===== config.mk =====
export PLATFORM = sky130hd
export DESIGN_NAME = letc_core_stage_memory1
export DESIGN_NICKNAME = d
export VERILOG_FILES = /design/src/rtl/letc_core_pkg.sv /design/src/rtl/letc_core_m1_store_align.sv /design/src/rtl/letc_core_stage_memory1.sv
export SDC_FILE = /design/constraint.sdc
export NUM_CORES = 1
export LEC_CHECK = 0
export ABC_CLOCK_PERIOD_IN_PS = 4000
export CAP_MARGIN = 25
export CORE_AREA = 3 3 161 163
export CTS_BUF_LIST = sky130_fd_sc_hd__clkbuf_16
export CTS_CLUSTER_SIZE = 28
export DETAILED_ROUTE_END_ITERATION = 7
export DIE_AREA = 0 0 164 166
export GPL_ROUTABILITY_DRIVEN = 1
export PLACE_DENSITY = 0.7
export SYNTH_ARGS = -nofsm -noshare
export SYNTH_HDL_FRONTEND = slang
export SYNTH_SLANG_ARGS = --single-unit

===== constraint.sdc =====
create_clock -name clk -period 4 [get_ports clk]
set_input_delay 0.8 -clock clk [delete_from_list [all_inputs] [get_ports clk]]
set_output_delay 0.8 -clock clk [all_outputs]
set_load 0.01 [all_outputs]

===== src/rtl/letc_core_pkg.sv =====
// rtl/letc_core_pkg.sv - shared types for the LETC core M1 (memory 1) stage
//
// Purpose: stage payload structs, memory op/size enums, the M1 request FSM
// state enum, and flattened widths so stage ports can stay plain vectors.
package letc_core_pkg;

  typedef logic [31:0] word_t;

  typedef enum logic [1:0] {
    MEM_OP_NOP   = 2'd0,
    MEM_OP_LOAD  = 2'd1,
    MEM_OP_STORE = 2'd2,
    MEM_OP_AMO   = 2'd3
  } mem_op_e;

  typedef enum logic [1:0] {
    MEM_SIZE_BYTE = 2'd0,
    MEM_SIZE_HALF = 2'd1,
    MEM_SIZE_WORD = 2'd2
  } mem_size_e;

  typedef enum logic [1:0] {
    RD_SRC_ALU = 2'd0,
    RD_SRC_MEM = 2'd1,
    RD_SRC_CSR = 2'd2,
    RD_SRC_PC4 = 2'd3
  } rd_src_e;

  typedef enum logic [1:0] {
    M1_IDLE = 2'd0,
    M1_REQ  = 2'd1,
    M1_SENT = 2'd2
  } m1_req_state_e;

  typedef struct packed {
    word_t      pc;
    rd_src_e    rd_src;
    logic [4:0] rd_idx;
    logic       rd_we;
    logic [2:0] csr_op;
    logic [11:0] csr_idx;
    word_t      alu_result;
    logic [4:0] rs2_idx;
    word_t      rs2_val;
    mem_op_e    mem_op;
    logic       mem_signed;
    mem_size_e  mem_size;
    logic [4:0] amo_alu_op;
    logic       branch_taken;
    word_t      branch_target;
  } e_to_m1_s;

  typedef struct packed {
    word_t      pc;
    rd_src_e    rd_src;
    logic [4:0] rd_idx;
    logic       rd_we;
    logic [2:0] csr_op;
    logic [11:0] csr_idx;
    word_t      alu_result;
    mem_op_e    mem_op;
    logic       mem_signed;
    mem_size_e  mem_size;
    logic [1:0] byte_offset;
    logic       misaligned;
  } m1_to_m2_s;

  typedef struct packed {
    word_t      addr;
    word_t      wdata;
    logic [3:0] wmask;
    mem_op_e    mem_op;
    mem_size_e  mem_size;
    logic [4:0] amo_alu_op;
  } dc_req_s;

  localparam int E_TO_M1_W  = $bits(e_to_m1_s);
  localparam int M1_TO_M2_W = $bits(m1_to_m2_s);
  localparam int DC_REQ_W   = $bits(dc_req_s);

endpackage


===== src/rtl/letc_core_m1_store_align.sv =====
// rtl/letc_core_m1_store_align.sv - M1 address alignment, store lane steering and byte mask
//
// Purpose: combinational; from access size, address and store data produce
// the request address, lane-replicated write data, byte mask and misaligned flag.
// Config macro: LETC_M1_MISALIGN_TRAP_EN (defined: flag misaligned half/word
// accesses; undefined: never flag, force natural alignment instead).
// Ports:
//   mem_size  in  2   access size (mem_size_e encoding)
//   is_load   in  1   load access: byte mask forced to zero
//   addr_in   in  32  effective address from E
//   rs2       in  32  store / AMO source data
//   addr_out  out 32  address presented to the D-cache
//   wdata     out 32  store data replicated across lanes
//   wmask     out 4   byte enables
//   misaligned out 1  access not naturally aligned (trap build only)
module letc_core_m1_store_align
  import letc_core_pkg::*;
(
  input  logic [1:0]  mem_size,
  input  logic        is_load,
  input  logic [31:0] addr_in,
  input  logic [31:0] rs2,
  output logic [31:0] addr_out,
  output logic [31:0] wdata,
  output logic [3:0]  wmask,
  output logic        misaligned
);

  always_comb begin
    addr_out   = addr_in;
    misaligned = 1'b0;
`ifdef LETC_M1_MISALIGN_TRAP_EN
    case (mem_size)
      MEM_SIZE_BYTE: misaligned = 1'b0;
      MEM_SIZE_HALF: misaligned = addr_in[0];
      default:       misaligned = |addr_in[1:0];
    endcase
`else
    case (mem_size)
      MEM_SIZE_BYTE: addr_out = addr_in;
      MEM_SIZE_HALF: addr_out[0] = 1'b0;
      default:       addr_out[1:0] = 2'b00;
    endcase
`endif
  end

  // Data is replicated into every lane so the cache only needs the mask.
  always_comb begin
    case (mem_size)
      MEM_SIZE_BYTE: begin
        wmask = 4'b0001 << addr_out[1:0];
        wdata = {4{rs2[7:0]}};
      end
      MEM_SIZE_HALF: begin
        wmask = 4'b0011 << {addr_out[1], 1'b0};
        wdata = {2{rs2[15:0]}};
      end
      default: begin
        wmask = 4'hF;
        wdata = rs2;
      end
    endcase
    if (is_load) wmask = 4'h0;
  end

endmodule


===== src/rtl/letc_core_stage_memory1.sv =====
// rtl/letc_core_stage_memory1.sv - LETC core M1 stage: D-cache request issue and branch redirect
//
// Purpose: registers the E->M1 payload, applies late rs2 forwarding, issues
// exactly one D-cache request per memory instruction (held until accepted),
// pulses the fetch redirect for taken branches and hands results to M2.
// Config macro: LETC_M1_MISALIGN_TRAP_EN (see letc_core_m1_store_align).
// Ports:
//   clk, rst_n                     clock, synchronous active-low reset
//   m1_fwd_rs2_idx/_idx_valid out  rs2 index presented to the forwarder
//   m1_fwd_rs2_use/_val       in   forwarded rs2 select and value
//   m1_ready                  out  0 while a D-cache request awaits acceptance
//   m1_flush, m1_stall        in   kill / hold the instruction in M1
//   e_to_m1_valid, e_to_m1    in   payload from E (e_to_m1_s)
//   m1_to_m2_valid, m1_to_m2  out  payload to M2 (m1_to_m2_s)
//   dc_req_valid/_ready, dc_req    D-cache request (dc_req_s)
//   m1_redirect_valid/_pc     out  one-cycle fetch redirect
module letc_core_stage_memory1
  import letc_core_pkg::*;
(
  input  logic                  clk,
  input  logic                  rst_n,
  output logic [4:0]            m1_fwd_rs2_idx,
  output logic                  m1_fwd_rs2_idx_valid,
  input  logic                  m1_fwd_rs2_use,
  input  logic [31:0]           m1_fwd_rs2_val,
  output logic                  m1_ready,
  input  logic                  m1_flush,
  input  logic                  m1_stall,
  input  logic                  e_to_m1_valid,
  input  logic [E_TO_M1_W-1:0]  e_to_m1,
  output logic                  m1_to_m2_valid,
  output logic [M1_TO_M2_W-1:0] m1_to_m2,
  output logic                  dc_req_valid,
  input  logic                  dc_req_ready,
  output logic [DC_REQ_W-1:0]   dc_req,
  output logic                  m1_redirect_valid,
  output logic [31:0]           m1_redirect_pc
);

  e_to_m1_s      ff_in_q, ff_in_d;
  logic          ff_in_valid_q, ff_in_valid_d;
  m1_req_state_e state_q, state_d;
  logic          redirect_done_q, redirect_done_d;

  logic [31:0] rs2;
  logic [31:0] req_addr;
  logic [31:0] req_wdata;
  logic [3:0]  req_wmask;
  logic        misaligned;
  logic        mem_req;
  logic        dc_accept;
  logic        mem_done;
  m1_to_m2_s   m2_s;
  dc_req_s     req_s;

  always_comb begin
    ff_in_d       = ff_in_q;
    ff_in_valid_d = ff_in_valid_q;
    if (!m1_stall) begin
      ff_in_d       = e_to_m1_s'(e_to_m1);
      ff_in_valid_d = e_to_m1_valid;
    end
  end

  assign m1_fwd_rs2_idx       = ff_in_q.rs2_idx;
  assign m1_fwd_rs2_idx_valid = ff_in_valid_q;
  assign rs2 = m1_fwd_rs2_use ? m1_fwd_rs2_val : ff_in_q.rs2_val;

  letc_core_m1_store_align u_store_align (
    .mem_size   (ff_in_q.mem_size),
    .is_load    (ff_in_q.mem_op == MEM_OP_LOAD),
    .addr_in    (ff_in_q.alu_result),
    .rs2        (rs2),
    .addr_out   (req_addr),
    .wdata      (req_wdata),
    .wmask      (req_wmask),
    .misaligned (misaligned)
  );

  assign mem_req      = ff_in_valid_q && (ff_in_q.mem_op != MEM_OP_NOP) && !misaligned;
  // SENT blocks reissue while a completed instruction sits stalled in M1.
  assign dc_req_valid = mem_req && !m1_flush && (state_q != M1_SENT);
  assign dc_accept    = dc_req_valid && dc_req_ready;
  assign m1_ready     = !((state_q == M1_REQ) ||
                          ((state_q == M1_IDLE) && dc_req_valid && !dc_req_ready));

  assign mem_done = (ff_in_q.mem_op == MEM_OP_NOP) || misaligned || dc_accept ||
                    (state_q == M1_SENT);
  assign m1_to_m2_valid = ff_in_valid_q && !m1_flush && !m1_stall && mem_done;

  // An instruction accepted in IDLE that also leaves this cycle needs no
  // SENT bookkeeping; going to SENT would wrongly mark its successor as done.
  always_comb begin
    state_d = state_q;
    case (state_q)
      M1_IDLE: begin
        if (dc_accept)         state_d = m1_stall ? M1_SENT : M1_IDLE;
        else if (dc_req_valid) state_d = M1_REQ;
      end
      M1_REQ: begin
        if (m1_flush)       state_d = M1_IDLE;
        else if (dc_accept) state_d = M1_SENT;
      end
      M1_SENT: begin
        if (m1_flush || !m1_stall) state_d = M1_IDLE;
      end
      default: state_d = M1_IDLE;
    endcase
  end

  assign m1_redirect_valid = ff_in_valid_q && ff_in_q.branch_taken && !m1_flush &&
                             !m1_stall && !redirect_done_q;
  assign m1_redirect_pc    = ff_in_q.branch_target;

  always_comb begin
    redirect_done_d = redirect_done_q | m1_redirect_valid;
    if (!m1_stall) redirect_done_d = 1'b0;  // a new instruction is loaded
  end

  always_comb begin
    m2_s             = '0;
    m2_s.pc          = ff_in_q.pc;
    m2_s.rd_src      = ff_in_q.rd_src;
    m2_s.rd_idx      = ff_in_q.rd_idx;
    m2_s.rd_we       = ff_in_q.rd_we && !misaligned;
    m2_s.csr_op      = ff_in_q.csr_op;
    m2_s.csr_idx     = ff_in_q.csr_idx;
    m2_s.alu_result  = ff_in_q.alu_result;
    m2_s.mem_op      = ff_in_q.mem_op;
    m2_s.mem_signed  = ff_in_q.mem_signed;
    m2_s.mem_size    = ff_in_q.mem_size;
    m2_s.byte_offset = req_addr[1:0];
    m2_s.misaligned  = misaligned;
  end
  assign m1_to_m2 = m2_s;

  always_comb begin
    req_s            = '0;
    req_s.addr       = req_addr;
    req_s.wdata      = req_wdata;
    req_s.wmask      = req_wmask;
    req_s.mem_op     = ff_in_q.mem_op;
    req_s.mem_size   = ff_in_q.mem_size;
    req_s.amo_alu_op = ff_in_q.amo_alu_op;
  end
  assign dc_req = req_s;

  always_ff @(posedge clk) begin
    if (!rst_n) begin
      ff_in_q         <= '0;
      ff_in_valid_q   <= 1'b0;
      state_q         <= M1_IDLE;
      redirect_done_q <= 1'b0;
    end else begin
      ff_in_q         <= ff_in_d;
      ff_in_valid_q   <= ff_in_valid_d;
      state_q         <= state_d;
      redirect_done_q <= redirect_done_d;
    end
  end

`ifndef SYNTHESIS
  a_no_flush_stall: assert property (@(posedge clk) disable iff (!rst_n)
    !(m1_flush && m1_stall));
  a_req_stable: assert property (@(posedge clk) disable iff (!rst_n)
    (dc_req_valid && !dc_req_ready && !m1_flush) |=> (m1_flush || $stable(dc_req)));
  a_stall_stable: assert property (@(posedge clk) disable iff (!rst_n)
    m1_stall |=> $stable(m1_to_m2));
  a_valids_known: assert property (@(posedge clk) disable iff (!rst_n)
    !$isunknown({dc_req_valid, m1_to_m2_valid, m1_redirect_valid, m1_ready}));
`endif

endmodule


[Word level (Yosys, flattened, before mapping)]
Index checks and enable logic that the tools add are counted.
Word-level totals
  memory bits (writable): 0
  output and inout bits: 214
  register bits: 171
  memories kept: 0
  ROM bits: 0
  input bits: 206
  latch bits: 0
  word-level logic and storage cells: 71
Operators by class
  divide/modulo/power cells: 0
  shifts and indexed selects: 2
  bitwise operators: 1
  reduce and logical (&&, ||, !) cells: 29
  $mul: 0
  multiplexer cells: 13
  equal/unequal tests: 8
  add/sub/neg operators: 0
  order comparisons: 0
Operator list (count)
  one-hot mux 32 bit (2 select lines): 1
  2-to-1 mux 32 bit: 1
  logical AND 1 bit: 13
  2-to-1 mux 2 bit: 6
  one-hot mux 4 bit (2 select lines): 1
  == test 2 x 1 -> 1 bit, second input constant: 3
  zero test 2 bit: 3
  != test 3 bit, second input constant: 2
  one-hot mux 2 bit (3 select lines): 1
  zero test 1 bit: 5
  logical OR 1 bit: 4
  2-to-1 mux 4 bit: 1
  left shift 1 x 2 -> 4 bit, first input constant: 1
  left shift 2 x 2 -> 4 bit, first input constant: 1
  AND reduction 3 bit: 1
  == test 2 bit, second input constant: 1
  2-to-1 mux 1 bit: 2
  != test 2 x 1 -> 1 bit, second input constant: 1
  != test 2 bit, second input constant: 1
  AND reduction 2 bit: 1
  nonzero test 2 bit: 1
  OR reduction 2 bit: 1
  OR 1 bit: 1

[Logic depth before layout (Yosys ltp)]
Gate-level depths: netlist of the first run.
  depth in word-level cells: 8
  gate-level depth with buffers: 5
  depth with buffers taken out: 3

[By module]
Synthesis of the first run repeated with hierarchy kept, for this count alone.
Second synthesis, totals
  cell total of the unflattened synthesis: 841
  area total of the unflattened synthesis: 8693.3 um2
By module, submodules not included
  letc_core_stage_memory1: cells an instance 743, area an instance 7936.4 um2, times used 1, seq. area each 3423.3 um2
  letc_core_m1_store_align: cells an instance 98, area an instance 757.0 um2, times used 1, seq. area each 0.0 um2

[Worst setup path before layout of the first run]
Ideal clock, no wire load.
  path kind: input port to output port
  start: input port m1_stall
  end: output port m1_redirect_valid
  stages on the path: 4
  arrival time: 1.735 ns
  setup slack: 1.465 ns
  buffers on the path: 3
  required time: 3.200 ns
  cells stage by stage: buf_4 -> buf_6 -> buf_4 -> nor4b_1
On the way
  longest elaborated chain between the ends: 3
RTL lines
  start, declared: line letc_core_stage_memory1.sv:28  | input logic m1_stall,
  zero test 1 bit
  logical AND 1 bit: line letc_core_stage_memory1.sv:111  | assign m1_redirect_valid = ff_in_valid_q && ff_in_q.branch_taken && !m1_flush &&
  logical AND 1 bit: line letc_core_stage_memory1.sv:112  | !m1_stall && !redirect_done_q;
  end, declared: line letc_core_stage_memory1.sv:36  | output logic m1_redirect_valid,
No other way between the ends.

[Worst setup path after layout of the first run]
  start: register ff_in_q (netlist bit dc_req[6])
  end: output port dc_req[38]
On the way
  longest elaborated chain between the ends: 2
  elaborated cells on any way between the ends: 3
  classes of those cells: eq/ne (1); mux (1); reduce/logical (1)
RTL lines
  start, declared: line letc_core_stage_memory1.sv:40  | e_to_m1_s ff_in_q, ff_in_d;
  start signal, assigned: line letc_core_stage_memory1.sv:155  | ff_in_q <= ff_in_d;
  == test 2 x 1 -> 1 bit or zero test 2 bit (tied branches): line letc_core_m1_store_align.sv:49  | case (mem_size)
  one-hot mux 32 bit (2 select lines) (*): line letc_core_m1_store_align.sv:49
  end, declared: line letc_core_stage_memory1.sv:35  | output logic [DC_REQ_W-1:0] dc_req,
Mark *: on every way between the ends. The rest lies on a longest branch, timed or not.

==> flow_summary.json, run 1 <==
{
  "hold_class": "reg -> reg",
  "dp_worst_setup_slack_ps": 648,
  "yosysMostFrequentCell": "mux2i_1",
  "netlist_area_um2": 8490,
  "drtAntennaViolNets": 0,
  "status": "completed",
  "power.leakage_nw": 4.95,
  "die_y_um": 166,
  "ys_top_cells_by_area": "dfxtp_1 40%, mux2i_1 23%, buf_4 16%, nor2b_1 13%, a21oi_1 1.2%",
  "routabilityCongestion": 0.761,
  "drtIter0Drc": 192,
  "critPathCaptureType": "output port",
  "worstSkewPairLatency_ps": 410,
  "cts_setup_buffers": 0,
  "antenna_found_initial": 0,
  "utilization": 0.499,
  "max-cap-violations": 0,
  "synth_edf_count": 0,
  "multi_input_comb_area_um2": 3470,
  "hold_viol": 0,
  "rows": 57,
  "ys_ff_latch": 171,
  "die_w_um": 164,
  "wire_per_inst_um": 17.8,
  "cts_hold_buf": 0,
  "drtPass1Iterations": 4,
  "relSlewSlack": 0.278,
  "power_frac_seq": 0.404,
  "grt_pass1_wl_um": 37500,
  "cts-htree-levels": 4,
  "via_count": 6132,
  "ir_worst_vdd_mv": 0.196,
  "timing.final.crit_period_ps": 3460,
  "slowest_delay_ps": 730,
  "die_area_um2": 27200,
  "maxSlewViolCount": 0,
  "cts.sinks": 171,
  "p_per_area_nw_per_um2": 379,
  "rsz0062_at_grt": "no",
  "synth_top_area_share": 0.403,
  "grt_use_total": 0.177,
  "synthCells": 836,
  "finalInstanceArea_um2": 12200,
  "cts_buffers": 17,
  "swShare": 0.255,
  "grt_pass1_vias": 6321,
  "ys_types": 29,
  "nFillCells": 2272,
  "ioPinCount": 420,
  "setup_ws_ps": 542,
  "dpl_cell_area_um2": 11600,
  "via_per_inst": 4.39,
  "globalRouteOverflowTotal": 0,
  "fin_tns_setup_ps": 0,
  "crit_fanout": 18,
  "cts_buffer_depth": 2,
  "cts_resized": 0,
  "syn-num-nets": 1042,
  "setup_viol_count_final": 0,
  "cts-root-buf": "clkbuf_16",
  "drc_errors": 0,
  "hpwl_um": 18600,
  "synth_ff_type": "dfxtp_1",
  "fmax_mhz": 289,
  "wl_um": 24900,
  "initial_core_util": 0.347,
  "crit_chain": "or2_2 > nor2_1 > a221oi_1 > clkdlybuf4s50_1",
  "finClkSkew_ps": 2.53,
  "pwr-share-clk": 0.394,
  "power_frac_comb": 0.202,
  "core_area_um2": 24500,
  "clkSlewWorstSetupHoldPaths_ps": 70,
  "worstPathRequired_ps": 3200,
  "tightest_slew_ps": 1080,
  "post-route-period-util": 0.865,
  "cts_tree": "built",
  "r2r_slack_ps": 2620,
  "async_flop_share": 0,
  "nNetsFinal": 1265,
  "synth_area_per_cell_um2": 10.2,
  "netSwitchingPower_mw": 1.18,
  "yosys-top-cells-count": "192 x mux2i_1, 180 x buf_4, 173 x nor2b_1",
  "path_class": "reg -> out",
  "cp_slowest_cell": "dfxtp_1",
  "start_kind": "register",
  "grt_max_degree": 135,
  "critPathArrivalTime_ps": 2660,
  "ys_seq_area_frac": 0.403,
  "io_buffers": 418,
  "intPower_mw": 3.45,
  "drive_above_1_share": 0.0448,
  "regArea_um2": 3420,
  "synth-warning-count": 0,
  "yosys.area.top_type": "dfxtp_1",
  "area.growth.synth_to_final_pct": 43.9
}
final timing paths:
check,start,endpoint,cells after the start
hold / removal,redirect_done_q$_SDFF_PN0_,redirect_done_q$_SDFF_PN0_,1
setup reg to reg,dc_req[6]$_SDFFE_PN0N_,dc_req[6]$_SDFFE_PN0N_,3
hold reg to reg,redirect_done_q$_SDFF_PN0_,redirect_done_q$_SDFF_PN0_,1
setup / recovery,dc_req[6]$_SDFFE_PN0N_,dc_req[38],4
metrics by stage:
step | power [mW] | hold slack (ps) | instances
2_1_floorplan | 2.41 | 461 | 836
3_3_place_gp | 2.84 | 475 | 1364
3_5_place_dp | 2.85 | 480 | 1364
4_1_cts | 4.69 | 500 | 1395
5_1_grt | 4.83 | 507 | 1395
6_report | 4.63 | 494 | 1396
cell families after synthesis:
family / after synthesis / share of synthesized area
flip-flops: 171 / 0.403
AND/OR/NAND/NOR: 203 / 0.143
multiplexers: 200 / 0.237
other: 1 / 0.000442
AO/OA/AOI/OAI: 38 / 0.0285
buffers and inverters: 223 / 0.187
power by group through the flow:
stage               combinational [mW]  sequential [mW]  clock, mW
floorplan                        0.529             1.89          0
global placement                 0.934             1.91          0
detailed placement               0.940             1.91          0
CTS                              0.943             1.87       1.88
global route                      1.00             1.88       1.95
finish                           0.934             1.87       1.82
per-layer routing:
| metal | part of all wire | up-vias | global-route usage |
|---|---|---|---|
| li1 | - | 3038 | - |
| met1 | 0.39 | 2817 | 0.193 |
| met2 | 0.50 | 262 | 0.318 |
| met3 | 0.096 | 15 | 0.0716 |
| met4 | 0.012 | 0 | 0.0405 |
| met5 | 0 | - | 0 |
area by class of cell:
class	instances	share of cell area
Tap cell	324	0.0332
Clock inverter	14	0.0170
Sequential cell	171	0.280
Clock buffer	17	0.0348
Multi-Input combinational cell	442	0.285
Inverter	4	0.00123
Timing Repair Buffer	423	0.349
Antenna cell	1	0.000205
flip-flops by register name, summed over array words and instances, names as in the netlist:
name	count
m1_fwd_rs2_idx_valid	1
dc_req	9
ff_in_q	34
m1_to_m2	87
m1_fwd_rs2_idx	5
m1_redirect_pc	32
redirect_done_q	1
state_q	2
layout by cell type (no fill, tap or decap), types with 4 or more instances in the layout:
cell type and instances:
a221oi_1 8, nor2_1 20, inv_6 5, nor2b_1 173, bufinv_16 4, clkbuf_16 17, inv_1 4, clkdlybuf4s50_1 415
o21ai_0 4, mux2_2 8, dfxtp_1 171, a21oi_1 21, mux2i_1 192
critical path, delay by kind of cell, from the launching register on:
family / cells / cell delay, ps
AO/OA/AOI/OAI: 1 / 330
flip-flops: 1 / 730
buffers and inverters: 1 / 610
AND/OR/NAND/NOR: 2 / 580
Power figures use the tool's default switching activity.
==> run 2, diff against run 1 <==
--- a/config.mk
+++ b/config.mk
@@ -17,3 +17,4 @@
 export SYNTH_ARGS = -nofsm -noshare
 export SYNTH_HDL_FRONTEND = slang
 export SYNTH_SLANG_ARGS = --single-unit
+export TNS_END_PERCENT = 20
==> results of run 2 <==
Same layout as run 1: the final DEF is identical, and so are final timing and power.
